## src/rtl/timer_ctrl.sv

```systemverilog
// timer_ctrl: machine-timer controller with a 64-bit free-running time
// counter, 64-bit compare register, runtime prescaler and a 32-bit
// single-cycle request/response register port.
//
// Optional feature macro: TIMER_SHADOW_EN
//   defined   -> a time_lo read latches time[63:32] into a shadow that the
//                next time_hi read returns, giving an atomic 64-bit read.
//   undefined -> time_hi reads always return the live upper half.
//
// Register map (addr): 0 time_lo, 1 time_hi, 2 cmp_lo, 3 cmp_hi, 4 ctrl,
// 5-7 unmapped (read 0, writes ignored).
// ctrl: bit 0 = en, bits [8 +: DIV_WIDTH] = div.
module timer_ctrl #(
    parameter int          DIV_WIDTH = 8,
    parameter logic [63:0] CMP_RESET = 64'hFFFF_FFFF_FFFF_FFFF
) (
    input  logic        clk,
    input  logic        reset,
    input  logic        req,
    input  logic        we,
    input  logic [2:0]  addr,
    input  logic [31:0] wdata,
    output logic [31:0] rdata,
    output logic        rvalid,
    output logic        timer_irq,
    input  logic        halt
);

    localparam int NUM_REGS = 5;

    // Architectural state
    logic [63:0]          time_reg, time_next;
    logic [63:0]          cmp_reg, cmp_next;
    logic                 en_reg, en_next;
    logic [DIV_WIDTH-1:0] div_reg, div_next;
    logic [DIV_WIDTH-1:0] presc_reg, presc_next;
    logic [31:0]          rdata_reg, rdata_next;
    logic                 rvalid_reg;
    logic                 irq_reg;

    // Decoded accesses
    logic [NUM_REGS-1:0] sel;
    logic [NUM_REGS-1:0] wr_sel;
    logic [NUM_REGS-1:0] rd_sel;
    logic                count_en;
    logic                tick;
    logic [31:0]         ctrl_rd;
    logic [31:0]         time_hi_rd;

    // One-hot register select plus qualified read/write strobes per register
    genvar gi;
    generate
        for (gi = 0; gi < NUM_REGS; gi++) begin : g_decode
            assign sel[gi]    = (addr == 3'(gi));
            assign wr_sel[gi] = req & we & sel[gi];
            assign rd_sel[gi] = req & ~we & sel[gi];
        end
    endgenerate

    // The prescaler only advances while enabled and not debug-halted
    assign count_en = en_reg & ~halt;
    assign tick     = count_en & (presc_reg == div_reg);

`ifdef TIMER_SHADOW_EN
    logic [31:0] shadow_hi_reg, shadow_hi_next;
    logic        shadow_valid_reg, shadow_valid_next;

    // Shadow returns the upper half captured by the last time_lo read once
    assign time_hi_rd = shadow_valid_reg ? shadow_hi_reg : time_reg[63:32];

    // Capture on a time_lo read, consume on a time_hi read, drop on time writes
    always_comb begin
        shadow_hi_next    = shadow_hi_reg;
        shadow_valid_next = shadow_valid_reg;
        if (wr_sel[0] || wr_sel[1]) begin
            shadow_valid_next = 1'b0;
        end else if (rd_sel[0]) begin
            shadow_hi_next    = time_reg[63:32];
            shadow_valid_next = 1'b1;
        end else if (rd_sel[1]) begin
            shadow_valid_next = 1'b0;
        end
    end

    // Shadow storage update
    always_ff @(posedge clk) begin
        if (!reset) begin
            shadow_hi_reg    <= '0;
            shadow_valid_reg <= 1'b0;
        end else begin
            shadow_hi_reg    <= shadow_hi_next;
            shadow_valid_reg <= shadow_valid_next;
        end
    end
`else
    assign time_hi_rd = time_reg[63:32];
`endif

    // ctrl readback: unused bits read as zero
    always_comb begin
        ctrl_rd                 = '0;
        ctrl_rd[0]              = en_reg;
        ctrl_rd[8 +: DIV_WIDTH] = div_reg;
    end

    // Next-state for prescaler, counter, compare and ctrl
    always_comb begin
        presc_next = presc_reg;
        time_next  = time_reg;
        cmp_next   = cmp_reg;
        en_next    = en_reg;
        div_next   = div_reg;

        // A ctrl write restarts the prescaler so the new divisor takes
        // effect from a clean phase.
        if (wr_sel[4]) begin
            presc_next = '0;
            en_next    = wdata[0];
            div_next   = wdata[8 +: DIV_WIDTH];
        end else if (count_en) begin
            presc_next = tick ? '0 : presc_reg + DIV_WIDTH'(1);
        end

        // Software writes to time win over a tick; that tick is dropped.
        if (wr_sel[0]) begin
            time_next[31:0] = wdata;
        end else if (wr_sel[1]) begin
            time_next[63:32] = wdata;
        end else if (tick) begin
            time_next = time_reg + 64'd1;
        end

        if (wr_sel[2]) begin
            cmp_next[31:0] = wdata;
        end
        if (wr_sel[3]) begin
            cmp_next[63:32] = wdata;
        end
    end

    // Read data reflects register values before any same-cycle update
    always_comb begin
        rdata_next = '0;
        if (req && !we) begin
            case (addr)
                3'd0:    rdata_next = time_reg[31:0];
                3'd1:    rdata_next = time_hi_rd;
                3'd2:    rdata_next = cmp_reg[31:0];
                3'd3:    rdata_next = cmp_reg[63:32];
                3'd4:    rdata_next = ctrl_rd;
                default: rdata_next = '0;
            endcase
        end
    end

    // Register all state; interrupt compares current values, so it lags by one cycle
    always_ff @(posedge clk) begin
        if (!reset) begin
            time_reg   <= '0;
            cmp_reg    <= CMP_RESET;
            en_reg     <= 1'b0;
            div_reg    <= '0;
            presc_reg  <= '0;
            rdata_reg  <= '0;
            rvalid_reg <= 1'b0;
            irq_reg    <= 1'b0;
        end else begin
            time_reg   <= time_next;
            cmp_reg    <= cmp_next;
            en_reg     <= en_next;
            div_reg    <= div_next;
            presc_reg  <= presc_next;
            rdata_reg  <= rdata_next;
            rvalid_reg <= req;
            irq_reg    <= (time_reg >= cmp_reg);
        end
    end

    assign rdata     = rdata_reg;
    assign rvalid    = rvalid_reg;
    assign timer_irq = irq_reg;

endmodule
```

## config.mk

```make
export PLATFORM = sky130hd
export DESIGN_NAME = timer_ctrl
export DESIGN_NICKNAME = d
export VERILOG_FILES = /design/src/rtl/timer_ctrl.sv
export SDC_FILE = /design/constraint.sdc
export NUM_CORES = 1
export LEC_CHECK = 0
export BUFFER_PORTS_ARGS = -buffer_cell sky130_fd_sc_hd__clkbuf_2
export CAP_MARGIN = 15
export CORE_AREA = 2 2 145 147
export DETAILED_ROUTE_END_ITERATION = 8
export DIE_AREA = 0 0 147 149
export PLACE_DENSITY = 0.65
export SLEW_MARGIN = 20
export SYNTH_ARGS = -nofsm -noshare
export SYNTH_HDL_FRONTEND = slang
export SYNTH_SLANG_ARGS = --single-unit
```

## constraint.sdc

```tcl
create_clock -name clk -period 3.2 [get_ports clk]
set_clock_uncertainty 0.1 [all_clocks]
set_input_delay 0 -clock clk [delete_from_list [all_inputs] [get_ports clk]]
set_output_delay 0 -clock clk [all_outputs]
set_load 0.02 [all_outputs]
```

==> results.yml <==
routing:
  viasPerCell: 6.051
  wl_per_cell_um: 19.90
  wirelength_um: 31820
  drc: 0
  drtIter0Drc: 1001
  first_pass_iters: 6
  detail-route-antenna-nets: 0
  vias: 9675
die:
  coreArea_sq_um: 20560
  rows: 53
  num_io_pins: 74
  chipHeight_um: 149
  initial_core_util: 0.4872
  die_area_sq_um: 21900
  die_w_um: 147
placed_design:
  io_buffers: 73
  dp_hpwl_um: 23130
  gp_congestion: 0.8785
  place_area_sq_um: 10710
  dp_cells: 1529
  pre_cts_slack_ns: 0.4848
layout:
  final_cells: 1599
  n_antenna_cell: 0
  drive_gt1_frac: 0.1254
  nFillCells: 1949
  final_common_cell: "dfxtp_1"
  final_cell_mix: "179 x dfxtp_1, 147 x nand2_1, 111 x nor2_1"
  seqCellArea_sq_um: 3583
  nets: 1418
  multiInputGateArea_sq_um: 5892
  design_area_sq_um: 11740
  syn_to_final_growth_pct: 17.23
  post-route-util: 0.5711
power_and_ir_drop:
  total_power_mw: 5.091
  ir_drop_mv: 0.3646
  p_leak_nw: 5.132
  powerDensity_nw_per_um2: 433.7
synthesis:
  synth-edff-count: 0
  yosysSeqAreaShare: 0.3578
  synth.distinct_cells: 68
  async_flop_share: 0
  synth_nets: 1329
  syn-cell-area_sq_um: 10010
  ys.warnings.count: 0
  synthCells: 1223
  ys.flop_type: "dfxtp_1"
  syn_area_per_cell_sq_um: 8.189
  synth_seq_cells: 179
timing:
  relSlewSlack: 0.3478
  fin_crit_ns: 2.726
  fmax_mhz: 366.9
  period_share: 0.8517
  rsz0062_at_grt: "no"
  setup_viol_count_final: 0
  setup_tns_ns: 0
  max_slew.worst_pin.slew_ns: 0.9783
  slew_viol_final: 0
  layout_setup_ws_ns: 0.4744
  hold_viol_final: 0
  hold-worst-slack_ns: 0.2149
cts:
  cts_tree: "done"
  clk_latency_ns: 0.45
  hold_buffers: 39
  cts_resized: 0
  clock_sinks: 179
  cts_setup_buffers: 0
  clkSlewWorstSetupHoldPaths_ns: 0.07
  cts_buffers: 17
  ctsLongestPathBuffers: 2
  htree_levels: 4
  cts_root_buffer: "clkbuf_16"
worst_setup_path:
  worstPathMaxFanout: 11
  path_cells: "nand2_1, nor2_1, nand2_1, nor4b_4, nand3_1, and3_1, o31a_1"
  startpoint_type: "flip-flop"
  crit_slowest_cell: "nor4b_4"
  required_ns: 3.44
  critical-path-top-delay-family: "simple AND/OR/NAND/NOR gates"
  max_stage_delay_ns: 0.65
  cp-end-kind: "flip-flop"
  worst_ep_arrival_time_ns: 2.97
  cp.buffers_inverters: 0
  crit_type: "flip-flop to flip-flop"
  path_common_cell: "nand2_1"
grt:
  grt_start_max_net_pins: 86
  grt_pass1_wl_um: 49510
  antenna_found_initial: 0
  grt_pass1_vias: 8769
  grt_usage: 0.2906
  grt_remaining_overflow: 0
hold_path:
  hold_path.class: "input port to flip-flop"
run_status:
  status: "finished, final reports clean"
flow_run:
  maxCapViolCount: 0
[where the power goes]
group,internal [mW],total (mW),switching [mW]
logic,0.176,0.462,0.286
registers,2.27,2.32,0.0463
clock network,1.37,2.31,0.940
total,3.82,5.09,1.27
[logic make-up after synthesis]
group,share of synthesized area
AOI/OAI and AO/OA,0.2150
xor gates and xnor gates,0.03936
adders and majority gates,0.08246
buffers and inverters,0.05710
DFF,0.3578
muxes,0.03661
and+or+nand+nor,0.2116
[final cells by class]
class / instances / area share
clock buffers: 20 / 0.03975
clock inverters: 11 / 0.01481
inverters: 69 / 0.02206
multi-input cells: 898 / 0.5019
flip-flops and latches: 179 / 0.3052
well taps: 275 / 0.02931
repair buffers: 147 / 0.08697
[synthesized netlist by cell type (5+ instances only)]
master,instances,share of area
a31oi_1,13,0.0081
a211oi_1,12,0.0090
a21o_1,10,0.0075
and4_1,5,0.0044
nand2_1,147,0.055
nand3_1,51,0.025
o22a_1,9,0.0079
clkbuf_1,58,0.022
nor4_1,8,0.0050
nand4_1,29,0.018
nor3_1,20,0.010
nor3_2,5,0.0050
mux2i_1,31,0.031
buf_2,7,0.0035
and3_1,14,0.0087
inv_1,69,0.026
o21ai_0,59,0.029
a21oi_1,63,0.031
dfxtp_1,179,0.36
buf_1,10,0.0037
a22oi_1,25,0.019
or3_1,10,0.0062
a221oi_1,25,0.022
a22o_1,6,0.0052
nor2_1,111,0.042
o211ai_1,65,0.049
xor2_1,30,0.026
o21a_1,5,0.0037
xnor2_1,15,0.013
nor2b_1,5,0.0031
ha_1,66,0.082
[worst reg2reg max path, cell delays in order, from the launching register on]
cell and delay, ns:
dfxtp_1 0.44, nand2_1 0.13, nor2_1 0.27, nand2_1 0.39, nor4b_4 0.65, nand3_1 0.16
and3_1 0.21, o31a_1 0.28
[worst paths after layout]
| check | startpoint | to | slack (ns) | cells past startpoint |
|---|---|---|---|---|
| setup / recovery | time_reg[13] | time_reg[61] | 0.47 | 7 |
| hold / removal | addr[0] | rdata[17] | 0.21 | 5 |
| setup reg to reg | time_reg[13] | time_reg[61] | 0.47 | 7 |
| hold reg to reg | cmp_reg[17] | rdata[17] | 0.42 | 2 |
[layer usage]
layer  vias up  global-route usage  routed length (um)
met4         0             0.09904                 907
met5         -                   0                   0
li1       4613                   -                   -
met2       372              0.4465               13980
met3        55             0.04190                2382
met1      4635              0.4193               14550
(Power assumes the default switching activity.)
